[config.mk]
export PLATFORM = sky130hd
export DESIGN_NAME = decoder3_8_pipe
export DESIGN_NICKNAME = d
export VERILOG_FILES = /design/src/rtl/decoder3_8_pipe.sv
export SDC_FILE = /design/constraint.sdc
export NUM_CORES = 1
export LEC_CHECK = 0
export ABC_AREA = 1
export BUFFER_PORTS_ARGS = -buffer_cell sky130_fd_sc_hd__buf_2
export CAP_MARGIN = 40
export CORE_ASPECT_RATIO = 1.25
export CORE_MARGIN = 2
export CORE_UTILIZATION = 57
export DETAILED_ROUTE_END_ITERATION = 16
export GPL_TIMING_DRIVEN = 0
export PLACE_DENSITY = 0.83
export SETUP_SLACK_MARGIN = 0.1
export SYNTH_ARGS = -nofsm -noshare
export SYNTH_HDL_FRONTEND = slang
export SYNTH_SLANG_ARGS = --single-unit
[constraint.sdc]
create_clock -name clk -period 2.2 [get_ports clk]
set_input_delay 0.55 -clock clk [delete_from_list [all_inputs] [get_ports clk]]
set_output_delay 0.55 -clock clk [all_outputs]
set_load 0.02 [all_outputs]
[src/rtl/decoder3_8_pipe.sv]
// decoder3_8_pipe: registered binary-to-one-hot decoder behind a valid/ready
// handshake, with a 2-entry output FIFO so a full word per cycle is sustained
// under backpressure.
// Optional feature macro: DEC_COUNT_EN. When it is defined, dec_cnt is a
// saturating count of accepted words. When it is undefined, dec_cnt is tied to 0.
module decoder3_8_pipe #(
    parameter int IN_W  = 3,
    parameter int OUT_W = 1 << IN_W,
    parameter int CNT_W = 8
) (
    input  logic             clk,
    input  logic             rst,
    input  logic             in_valid,
    output logic             in_ready,
    input  logic [IN_W-1:0]  in_code,
    input  logic             in_en,
    output logic             out_valid,
    input  logic             out_ready,
    output logic [OUT_W-1:0] out_y,
    output logic             out_err,
    output logic [CNT_W-1:0] dec_cnt
);

    typedef enum logic [1:0] {
        ST_EMPTY = 2'd0,
        ST_ONE   = 2'd1,
        ST_FULL  = 2'd2
    } state_t;

    state_t             state_r;
    state_t             next_state_s;
    logic [OUT_W-1:0]   head_y_r;
    logic [OUT_W-1:0]   tail_y_r;
    logic               head_err_r;
    logic               tail_err_r;
    logic [OUT_W-1:0]   next_head_y_s;
    logic [OUT_W-1:0]   next_tail_y_s;
    logic               next_head_err_s;
    logic               next_tail_err_s;
    logic [OUT_W-1:0]   new_y_s;
    logic               new_err_s;
    logic               in_ready_r;
    logic               out_valid_r;
    logic               push_s;
    logic               pop_s;

    // Returns {err, y}. A disabled decoder gives all zeros. An out-of-range
    // code flags err and leaves y at zero, so y is never multi-hot.
    function automatic logic [OUT_W:0] decode_entry(input logic [IN_W-1:0] code,
                                                    input logic            en);
        logic [OUT_W-1:0] y;
        logic             err;
        int               code_i;
        y      = {OUT_W{1'b0}};
        err    = 1'b0;
        code_i = int'(code);
        if (en) begin
            if (code_i < OUT_W) begin
                for (int i = 0; i < OUT_W; i++) begin
                    y[i] = (code_i == i);
                end
            end else begin
                err = 1'b1;
            end
        end else begin
            err = 1'b0;
        end
        return {err, y};
    endfunction

    assign push_s               = in_valid & in_ready_r;
    assign pop_s                = out_valid_r & out_ready;
    assign {new_err_s, new_y_s} = decode_entry(in_code, in_en);

    // Occupancy next-state plus head/tail update. A slot that goes empty is
    // cleared so that out_y and out_err read zero while nothing is valid.
    always_comb begin
        next_state_s    = state_r;
        next_head_y_s   = head_y_r;
        next_head_err_s = head_err_r;
        next_tail_y_s   = tail_y_r;
        next_tail_err_s = tail_err_r;
        case (state_r)
            ST_EMPTY: begin
                if (push_s) begin
                    next_state_s    = ST_ONE;
                    next_head_y_s   = new_y_s;
                    next_head_err_s = new_err_s;
                end else begin
                    next_state_s    = ST_EMPTY;
                end
            end
            ST_ONE: begin
                if (push_s && pop_s) begin
                    next_head_y_s   = new_y_s;
                    next_head_err_s = new_err_s;
                end else if (push_s) begin
                    next_state_s    = ST_FULL;
                    next_tail_y_s   = new_y_s;
                    next_tail_err_s = new_err_s;
                end else if (pop_s) begin
                    next_state_s    = ST_EMPTY;
                    next_head_y_s   = {OUT_W{1'b0}};
                    next_head_err_s = 1'b0;
                end else begin
                    next_state_s    = ST_ONE;
                end
            end
            ST_FULL: begin
                if (pop_s) begin
                    next_state_s    = ST_ONE;
                    next_head_y_s   = tail_y_r;
                    next_head_err_s = tail_err_r;
                    next_tail_y_s   = {OUT_W{1'b0}};
                    next_tail_err_s = 1'b0;
                end else begin
                    next_state_s    = ST_FULL;
                end
            end
            default: begin
                next_state_s    = ST_EMPTY;
                next_head_y_s   = {OUT_W{1'b0}};
                next_head_err_s = 1'b0;
                next_tail_y_s   = {OUT_W{1'b0}};
                next_tail_err_s = 1'b0;
            end
        endcase
    end

    // State, FIFO storage and the handshake flags. The flags are registered
    // decodes of the next state, so in_ready has no path from out_ready.
    always_ff @(posedge clk or posedge rst) begin
        if (rst) begin
            state_r     <= ST_EMPTY;
            head_y_r    <= {OUT_W{1'b0}};
            head_err_r  <= 1'b0;
            tail_y_r    <= {OUT_W{1'b0}};
            tail_err_r  <= 1'b0;
            in_ready_r  <= 1'b1;
            out_valid_r <= 1'b0;
        end else begin
            state_r     <= next_state_s;
            head_y_r    <= next_head_y_s;
            head_err_r  <= next_head_err_s;
            tail_y_r    <= next_tail_y_s;
            tail_err_r  <= next_tail_err_s;
            in_ready_r  <= (next_state_s != ST_FULL);
            out_valid_r <= (next_state_s != ST_EMPTY);
        end
    end

    assign in_ready  = in_ready_r;
    assign out_valid = out_valid_r;
    assign out_y     = head_y_r;
    assign out_err   = head_err_r;

`ifdef DEC_COUNT_EN
    logic [CNT_W-1:0] cnt_r;

    // Count every accepted word. The count sticks at all-ones and is cleared only by reset.
    always_ff @(posedge clk or posedge rst) begin
        if (rst) begin
            cnt_r <= {CNT_W{1'b0}};
        end else if (push_s && (cnt_r != {CNT_W{1'b1}})) begin
            cnt_r <= cnt_r + {{(CNT_W-1){1'b0}}, 1'b1};
        end else begin
            cnt_r <= cnt_r;
        end
    end

    assign dec_cnt = cnt_r;
`else
    assign dec_cnt = {CNT_W{1'b0}};
`endif

endmodule

==> results of run 1 <==
Yosys cell counts, drive strengths merged:
master	number	area, sq um
buf	11	83.8
conb	1	3.75
dfrtp	19	475
dfstp	1	26.3
inv	15	63.8
nand2	79	337
nand3	19	105
nand4	1	6.26
nor2	15	93.8
o21ai	7	38.8
cell type report:
cell class	instances	share of cell area (%)
Multi-Input combinational cell	130	43.6
Sequential cell	20	35.6
Timing Repair Buffer	17	6.03
Buffer	11	5.94
Inverter	15	4.53
Clock buffer	4	2.57
Tap cell	20	1.77
worst max path at each step:
stage / start / endpoint / slack [ns] / depth (start not counted)
2_1_floorplan: out_ready / tail_y_r[5]$_DFFE_PP0P_ / 0.79 / 7
3_3_place_gp: out_ready / tail_y_r[5]$_DFFE_PP0P_ / 0.57 / 8
3_5_place_dp: out_ready / tail_y_r[4]$_DFFE_PP0P_ / 0.52 / 8
4_1_cts: in_ready$_DFF_PP1_ / in_ready / 0.62 / 1
5_1_grt: in_ready$_DFF_PP1_ / tail_y_r[6]$_DFFE_PP0P_ / 0.59 / 6
6_report: in_ready$_DFF_PP1_ / in_ready / 0.63 / 1
power breakdown:
group | internal [mW] | total (mW) | switching (mW)
Sequential | 0.455 | 0.534 | 0.0796
Combinational | 0.230 | 0.791 | 0.561
Clock | 0.101 | 0.214 | 0.113
flip-flops by register name, summed over array words and instances, names as in the netlist:
signal     count
in_ready       1
out_valid      1
tail_y_r       8
state_r        2
out_y          8
kinds of logic after synthesis:
logic type | count (synthesis) | share of synthesized area (%)
compound gates | 7 | 3.14
flops | 20 | 40.7
simple gates | 114 | 43.9
other cells | 1 | 0.304
buf+inv | 26 | 12.0
layer usage:
layer  up-vias  wire, microns  track usage, %
met4         0             43            6.72
met5         -              0               0
li1        565              -               -
met2        20           1330            40.2
met1       480           1040            25.1
met3         4             77            1.95
==> flow_summary.json, run 1 <==
{
  "timing.setup.tns_ns": 0,
  "avgSynthCellArea_sq_um": 7.34,
  "vias": 1069,
  "cts_resized": 0,
  "power_mw": 1.54,
  "final.setup_skew_ns": 0.00312,
  "p_leak_nw": 0.787,
  "diodes": 0,
  "worstPathMaxFanout": 3,
  "worstPathArrival_ns": 1.02,
  "r2r_slack_ns": 0.68,
  "synthCells": 168,
  "cts.sinks": 20,
  "status": "completed",
  "track_usage_pct": 21.9,
  "placed_cell_area_sq_um": 1370,
  "path_class": "flip-flop to primary output",
  "powerDensity_nw_per_um2": 1090,
  "area_growth_pct": 14.3,
  "r2r_start": "in_ready$_DFF_PP1_",
  "critPathMaxStageDelay_ns": 0.56,
  "postCtsHoldBufs": 0,
  "fmax_mhz": 635,
  "grt-ovfl-total": 0,
  "drive_above_1_share_pct": 31.5,
  "wl_mm": 2.50,
  "r2r_cells": 6,
  "setup_ws_ns": 0.626,
  "finalSetupViolations": 0,
  "seqCellArea_sq_um": 502,
  "worstMarginPinSlew_ns": 0.743,
  "ys_seq_elements": 20,
  "crit_chain": "buf_2",
  "final_core_util_pct": 70.3,
  "maxCapViolations": 0,
  "cp.buffers_inverters": 1,
  "initial_core_util_pct": 61.5,
  "layout_commonest_cell": "nand2_1",
  "r2r_end": "out_y[3]$_DFFE_PP0P_",
  "cts_tree": "done",
  "wire_per_inst_microns": 11.5,
  "period_minus_slack_ns": 1.57,
  "via_per_inst": 4.93,
  "yosysWarnings": 0,
  "fp.dieArea_sq_um": 2550,
  "nFillCells": 158,
  "cts_buffer_depth": 2,
  "fp-row-count": 18,
  "required_ns": 1.65,
  "multiInputGateArea_sq_um": 614,
  "root_buffer": "clkbuf_4",
  "drt-initial-drc-count": 24,
  "htreeDepth": 1,
  "grt_pass1_vias": 1052,
  "drtAntennaViolNets": 0,
  "final_cell_mix": "nand2_1 (65), dfrtp_1 (19), buf_2 (18)",
  "dr.pass1.iters": 4,
  "fin_nets": 206,
  "dpl_worst_slack_ns": 0.518,
  "fp.dieW_microns": 45.6,
  "synth_cell_types": 20,
  "max-vdd-ir-drop_v": 0.000971,
  "hold_viol_final": 0,
  "io_buffers": 17,
  "pin_count": 27,
  "synthesis.area_sq_um": 1230,
  "critPathSlowestCell": "dfstp_2",
  "clk_latency_ns": 0.30,
  "final_cell_count_no_fill": 217,
  "grt_max_degree": 21,
  "post-cts-setup-buffers": 0,
  "critPathTopFamily": "flip-flops",
  "hold_ws_ns": 0.357,
  "seq_area_frac_synth_pct": 40.7,
  "dp.final_hpwl_mm": 1.94,
  "finalInstanceArea_sq_um": 1410,
  "finalMaxSlewViolations": 0,
  "worstSetupEndpointType": "primary output",
  "dp_cells": 213,
  "hold_class": "primary input to async pin",
  "grt_pass1_wl_mm": 4.28,
  "drc": 0,
  "antenna_found_initial": 0,
  "core_sq_um": 2000,
  "fp.dieH_microns": 56.0,
  "rsz0062_at_grt": "no",
  "clkTransAtPathRegs_ns": 0.11,
  "cts_buffers": 3,
  "gp_congestion": 0.861,
  "setup.worst_path.start_class": "flip-flop",
  "worst_slew_margin_rel_pct": 50.4,
  "timing.final.crit_share_pct": 71.6
}
(Power assumes the default switching activity.)
==> run 2, diff against run 1 <==
Settings changed: ABC_AREA 1 to 0, CORE_UTILIZATION 57 to 47, PLACE_DENSITY 0.83 to 0.74.
Clock period 2.2 ns to 1.3 ns, I/O delays scaled along.
==> run 2 against run 1 <==
Net effect: the flow now finishes with violations (setup timing); non-clock buffer count is 9 higher; via count is 8.5% lower; utilization shrank 4.8 points; register-to-register slack worse by 0.82 ns; critical path type is now flip-flop to flip-flop; critical endpoint is now tail_y_r[3]$_DFFE_PP0P_; largest power group unchanged.
==> flow_summary.json, run 2 <==
{
  "status": "finished, violations left",
  "violations": "setup timing",
  "timing.setup.tns_ns": -1.69,
  "setup.worst_path.start_class": "flip-flop",
  "dpl_worst_slack_ns": -0.184,
  "antenna_found_initial": 0,
  "nFillCells": 186,
  "synthCells": 121,
  "cts_tree": "done",
  "worst_slew_margin_rel_pct": 51.2,
  "htreeDepth": 1,
  "powerDensity_nw_per_um2": 1810,
  "final.setup_skew_ns": 0.00545,
  "avgSynthCellArea_sq_um": 9.50,
  "synth_edf_count": 0,
  "synth_top_area_share_pct": 41.3,
  "power_mw": 2.83,
  "synthTopCellsByCount": "dfrtp_1 (19), nor2_1 (18), nand2_1 (16)",
  "drive_above_1_share_pct": 46.2,
  "cts_buffer_depth": 2,
  "via_per_inst": 5.12,
  "required_ns": 1.50,
  "critPathTopFamily": "flip-flops",
  "track_usage_pct": 18.6,
  "fp.dieArea_sq_um": 2860,
  "worstSetupEndpointType": "flip-flop",
  "setup_ws_ns": -0.136,
  "placed_cell_area_sq_um": 1320,
  "critPathMaxStageDelay_ns": 0.44,
  "ys_seq_elements": 20,
  "maxCapViolations": 0,
  "fp.dieW_microns": 48.2,
  "fin_nets": 167,
  "area_growth_pct": 35.6,
  "finalSetupViolations": 19,
  "yosys-top-cells-area": "dfrtp_1 (41%), mux2_2 (7.8%), buf_4 (5.9%)",
  "clk_latency_ns": 0.31,
  "fp.dieH_microns": 59.3,
  "wl_mm": 2.32,
  "worstPathMaxFanout": 8,
  "final_core_util_pct": 65.6,
  "synthesis.area_sq_um": 1150,
  "finalInstanceArea_sq_um": 1560,
  "cts.sinks": 20,
  "rsz0062_at_grt": "yes",
  "async_flop_share_pct": 100,
  "critPathSlowestCell": "dfrtp_2",
  "hold_viol_final": 0,
  "hold_class": "primary input to async pin",
  "seq_area_frac_synth_pct": 43.6,
  "grt_pass1_wl_mm": 3.76,
  "wire_per_inst_microns": 12.2,
  "final_cell_count_no_fill": 191,
  "gp_congestion": 0.731,
  "drtAntennaViolNets": 0,
  "cp.buffers_inverters": 1,
  "grt_max_degree": 21,
  "max-vdd-ir-drop_v": 0.00130,
  "worstPathArrival_ns": 1.64,
  "pin_count": 27,
  "finalMaxSlewViolations": 0,
  "yosys_most_used_dff": "dfrtp_1",
  "fmax_mhz": 697,
  "timing.final.crit_share_pct": 110,
  "dp_cells": 179,
  "hold_ws_ns": 0.115,
  "final_cell_mix": "buf_4 (16), dfrtp_1 (16), nand2_1 (15)",
  "drt-initial-drc-count": 24,
  "io_buffers": 17,
  "vias": 978,
  "root_buffer": "clkbuf_4",
  "crit_chain": "and2_4 > nor2_2 > o22a_1 > buf_6 > mux2_2",
  "yosysTopAreaCell": "dfrtp_1",
  "clkTransAtPathRegs_ns": 0.12,
  "yosysWarnings": 0,
  "path_class": "flip-flop to flip-flop",
  "grt_pass1_vias": 901,
  "synth_cell_types": 33,
  "worstMarginPinSlew_ns": 0.731,
  "period_minus_slack_ns": 1.44,
  "initial_core_util_pct": 48.4,
  "grt-ovfl-total": 0,
  "p_leak_nw": 0.725,
  "core_sq_um": 2380,
  "cts_buffers": 3,
  "diodes": 0,
  "dp.final_hpwl_mm": 1.65,
  "drc": 0,
  "synth_most_common_cell": "dfrtp_1",
  "dr.pass1.iters": 4,
  "fp-row-count": 20
}
==> run 2: cell count changes after synthesis, moves of 4 or more <==
cell	change
mux2_2	+8
inv_1	-8
o22ai_1	+4
nand2_1	-49
nor2_1	+10
inv_2	-4
a221oi_1	+5
nand3_1	-15
nand2_2	-13
==> run 2: kinds of logic after synthesis <==
| logic type | after synthesis | share of synthesized area [%] |
|---|---|---|
| buf+inv | 14 | 8.38 |
| simple gates | 53 | 23.7 |
| mux | 8 | 7.83 |
| flops | 20 | 43.6 |
| other cells | 1 | 0.326 |
| compound gates | 25 | 16.1 |
==> run 2: per-layer routing <==
layer	vias to the layer above	global-route usage (%)	share of wire (%)	routed length, microns
li1	487	-	-	-
met1	455	20.7	40	924
met2	31	32.3	54	1250
met3	5	3.66	4.4	103
met4	0	8.11	1.8	41
met5	-	0	0	0
==> run 2: timing repair <==
action / CTS / global route
setup endpoints to repair: 22 / 30
resized for setup: 15 / 25
hold buffers: 0 / 0
pin swaps: 7 / 9
gates cloned: 1 / 0
buffers inserted: 5 / 2
==> run 2: final timing paths <==
kind / slack, ns / cells past startpoint / endpoint / startpoint
worst min register to register: 0.52 / 2 / out_y[5]$_DFFE_PP0P_ / out_y[5]$_DFFE_PP0P_
min in group clk: 0.35 / 3 / in_ready$_DFF_PP1_ / out_ready
worst max register to register: -0.14 / 5 / tail_y_r[3]$_DFFE_PP0P_ / out_valid$_DFF_PP0_
max in group asynchronous: 0.69 / 2 / state_r[1]$_DFF_PP0_ / rst
worst min-delay path: 0.12 / 2 / out_y[6]$_DFFE_PP0P_ / rst
worst max-delay path: -0.14 / 5 / tail_y_r[3]$_DFFE_PP0P_ / out_valid$_DFF_PP0_
==> run 2: layout make-up <==
type,instances,area (sq um),area share (%)
plain buffers,12,97.6,6.26
clock buffers,3,22.5,1.44
clock inverters,1,30.0,1.93
inverters,2,7.51,0.482
multi-input cells,95,652,41.8
flip-flops and latches,20,505,32.4
well taps,33,41.3,2.65
repair buffers,25,203,13.0
==> run 2: where the power goes <==
part | leakage [nW] | internal [mW] | switching, mW
registers | 0.266 | 0.763 | 0.108
clock network | 0.0279 | 0.312 | 0.204
logic | 0.431 | 0.709 | 0.730
total | 0.725 | 1.78 | 1.04
==> run 3, diff against run 2 <==
Settings changed: SKIP_CTS_REPAIR_TIMING set to 1.
==> run 3 against run 2 <==
Net effect: the run still ends with setup timing left; fmax is 0.19% lower; critical path type unchanged; highest routed layer unchanged; critical endpoint is now tail_y_r[7]$_DFFE_PP0P_; clock power is 1% higher; largest power group unchanged; sequential power is 2% higher.
==> flow_summary.json, run 3 (synthesized netlist as in run 2, its figures left out) <==
{
  "setup.worst_path.start_class": "flip-flop",
  "fp.dieArea_sq_um": 2860,
  "layout_commonest_cell": "dfrtp_1",
  "required_ns": 1.51,
  "dpl_worst_slack_ns": -0.184,
  "grt_pass1_vias": 852,
  "grt_max_degree": 21,
  "finalMaxSlewViolations": 0,
  "wl_mm": 2.45,
  "violations": "setup timing",
  "power_mw": 2.74,
  "grt_pass1_wl_mm": 3.59,
  "hold_class": "primary input to async pin",
  "pin_count": 27,
  "r2r_slack_ns": -0.14,
  "fp.dieH_microns": 59.3,
  "drtAntennaViolNets": 0,
  "critPathSlowestCell": "dfstp_2",
  "worst_slew_margin_rel_pct": 50.8,
  "finalInstanceArea_sq_um": 1530,
  "finalSetupViolations": 17,
  "dp.final_hpwl_mm": 1.65,
  "via_per_inst": 5.26,
  "io_buffers": 17,
  "cts.sinks": 20,
  "timing.final.crit_share_pct": 111,
  "period_minus_slack_ns": 1.44,
  "core_sq_um": 2380,
  "clkTransAtPathRegs_ns": 0.12,
  "powerDensity_nw_per_um2": 1800,
  "cts_buffers": 3,
  "worstPathMaxFanout": 8,
  "r2r_start": "in_ready$_DFF_PP1_",
  "area_growth_pct": 32.6,
  "r2r_cells": 5,
  "worstMarginPinSlew_ns": 0.737,
  "cts_buffer_depth": 2,
  "dp_cells": 179,
  "worstSetupEndpointType": "flip-flop",
  "p_leak_nw": 0.714,
  "cts_tree": "done",
  "drt-initial-drc-count": 38,
  "wire_per_inst_microns": 13.0,
  "vias": 989,
  "r2r_end": "tail_y_r[7]$_DFFE_PP0P_",
  "max-vdd-ir-drop_v": 0.00135,
  "htreeDepth": 1,
  "critPathMaxStageDelay_ns": 0.57,
  "fp-row-count": 20,
  "root_buffer": "clkbuf_4",
  "path_class": "flip-flop to flip-flop",
  "dr.pass1.iters": 4,
  "final_cell_count_no_fill": 188,
  "diodes": 0,
  "crit_start": "in_ready$_DFF_PP1_",
  "status": "finished, violations left",
  "track_usage_pct": 17.8,
  "clk_latency_ns": 0.31,
  "critPathTopFamily": "flip-flops",
  "worstPathArrival_ns": 1.65,
  "fin_nets": 164,
  "crit_chain": "nand2_2 > nor2_2 > o22a_1 > buf_6 > mux2_4",
  "antenna_found_initial": 0,
  "path_depth": 5,
  "cp.buffers_inverters": 1,
  "initial_core_util_pct": 48.4,
  "maxCapViolations": 0,
  "fp.dieW_microns": 48.2,
  "drc": 0,
  "setup_ws_ns": -0.138,
  "fmax_mhz": 695,
  "final.setup_skew_ns": 0.00139,
  "placed_cell_area_sq_um": 1320,
  "hold_ws_ns": 0.118,
  "grt-ovfl-total": 0,
  "timing.setup.tns_ns": -1.66,
  "final_cell_mix": "dfrtp_1 (17), nor2_1 (15), nand2_1 (15)",
  "hold_viol_final": 0,
  "gp_congestion": 0.731,
  "final_core_util_pct": 64.2,
  "rsz0062_at_grt": "yes",
  "drive_above_1_share_pct": 40.6
}
[run 3: cell count changes in the layout (fill, tap and decap cells not counted), moves of 2 or more]
cell      delta
buf_4        -3
a221oi_1     +2
mux2_4       +7
mux2_2       -7
a221oi_2     -2
[run 3: cell type report]
class | instances | area, sq um
clock buffers | 3 | 22.5
plain buffers | 12 | 97.6
inverters | 2 | 7.51
repair buffers | 22 | 176
clock inverters | 1 | 30.0
fillers | 184 | 852
well taps | 33 | 41.3
multi-input cells | 95 | 646
flip-flops and latches | 20 | 504
[run 3: worst reg2reg max path: cells and delay by family (launching register included)]
family                 cells  cell delay (ns)
multiplexers               1             0.31
flip-flops                 1             0.57
buffers and inverters      1             0.15
AO/OA/AOI/OAI              1             0.15
AND/OR/NAND/NOR            2             0.16
[run 3: metal layers]
layer  track usage [%]  vias to the layer above  wire length [microns]
li1                  -                      479                      -
met1              19.9                      472                   1030
met2              30.6                       31                   1280
met3              3.66                        7                     91
met4              8.11                        0                     48
met5                 0                        -                      0
[run 3: worst max path at each step]
stage	slack, ns	to
after floorplan	-0.13	tail_y_r[0]$_DFFE_PP0P_
after global placement	-0.19	out_y[2]$_DFFE_PP0P_
after detailed placement	-0.18	out_y[2]$_DFFE_PP0P_
after CTS	-0.21	out_y[2]$_DFFE_PP0P_
after global routing	-0.22	tail_y_r[4]$_DFFE_PP0P_
final	-0.14	tail_y_r[7]$_DFFE_PP0P_
[run 3: power breakdown]
group	switching, mW	internal (mW)
combinational	0.698	0.636
sequential	0.125	0.761
clock	0.211	0.312
total	1.03	1.71
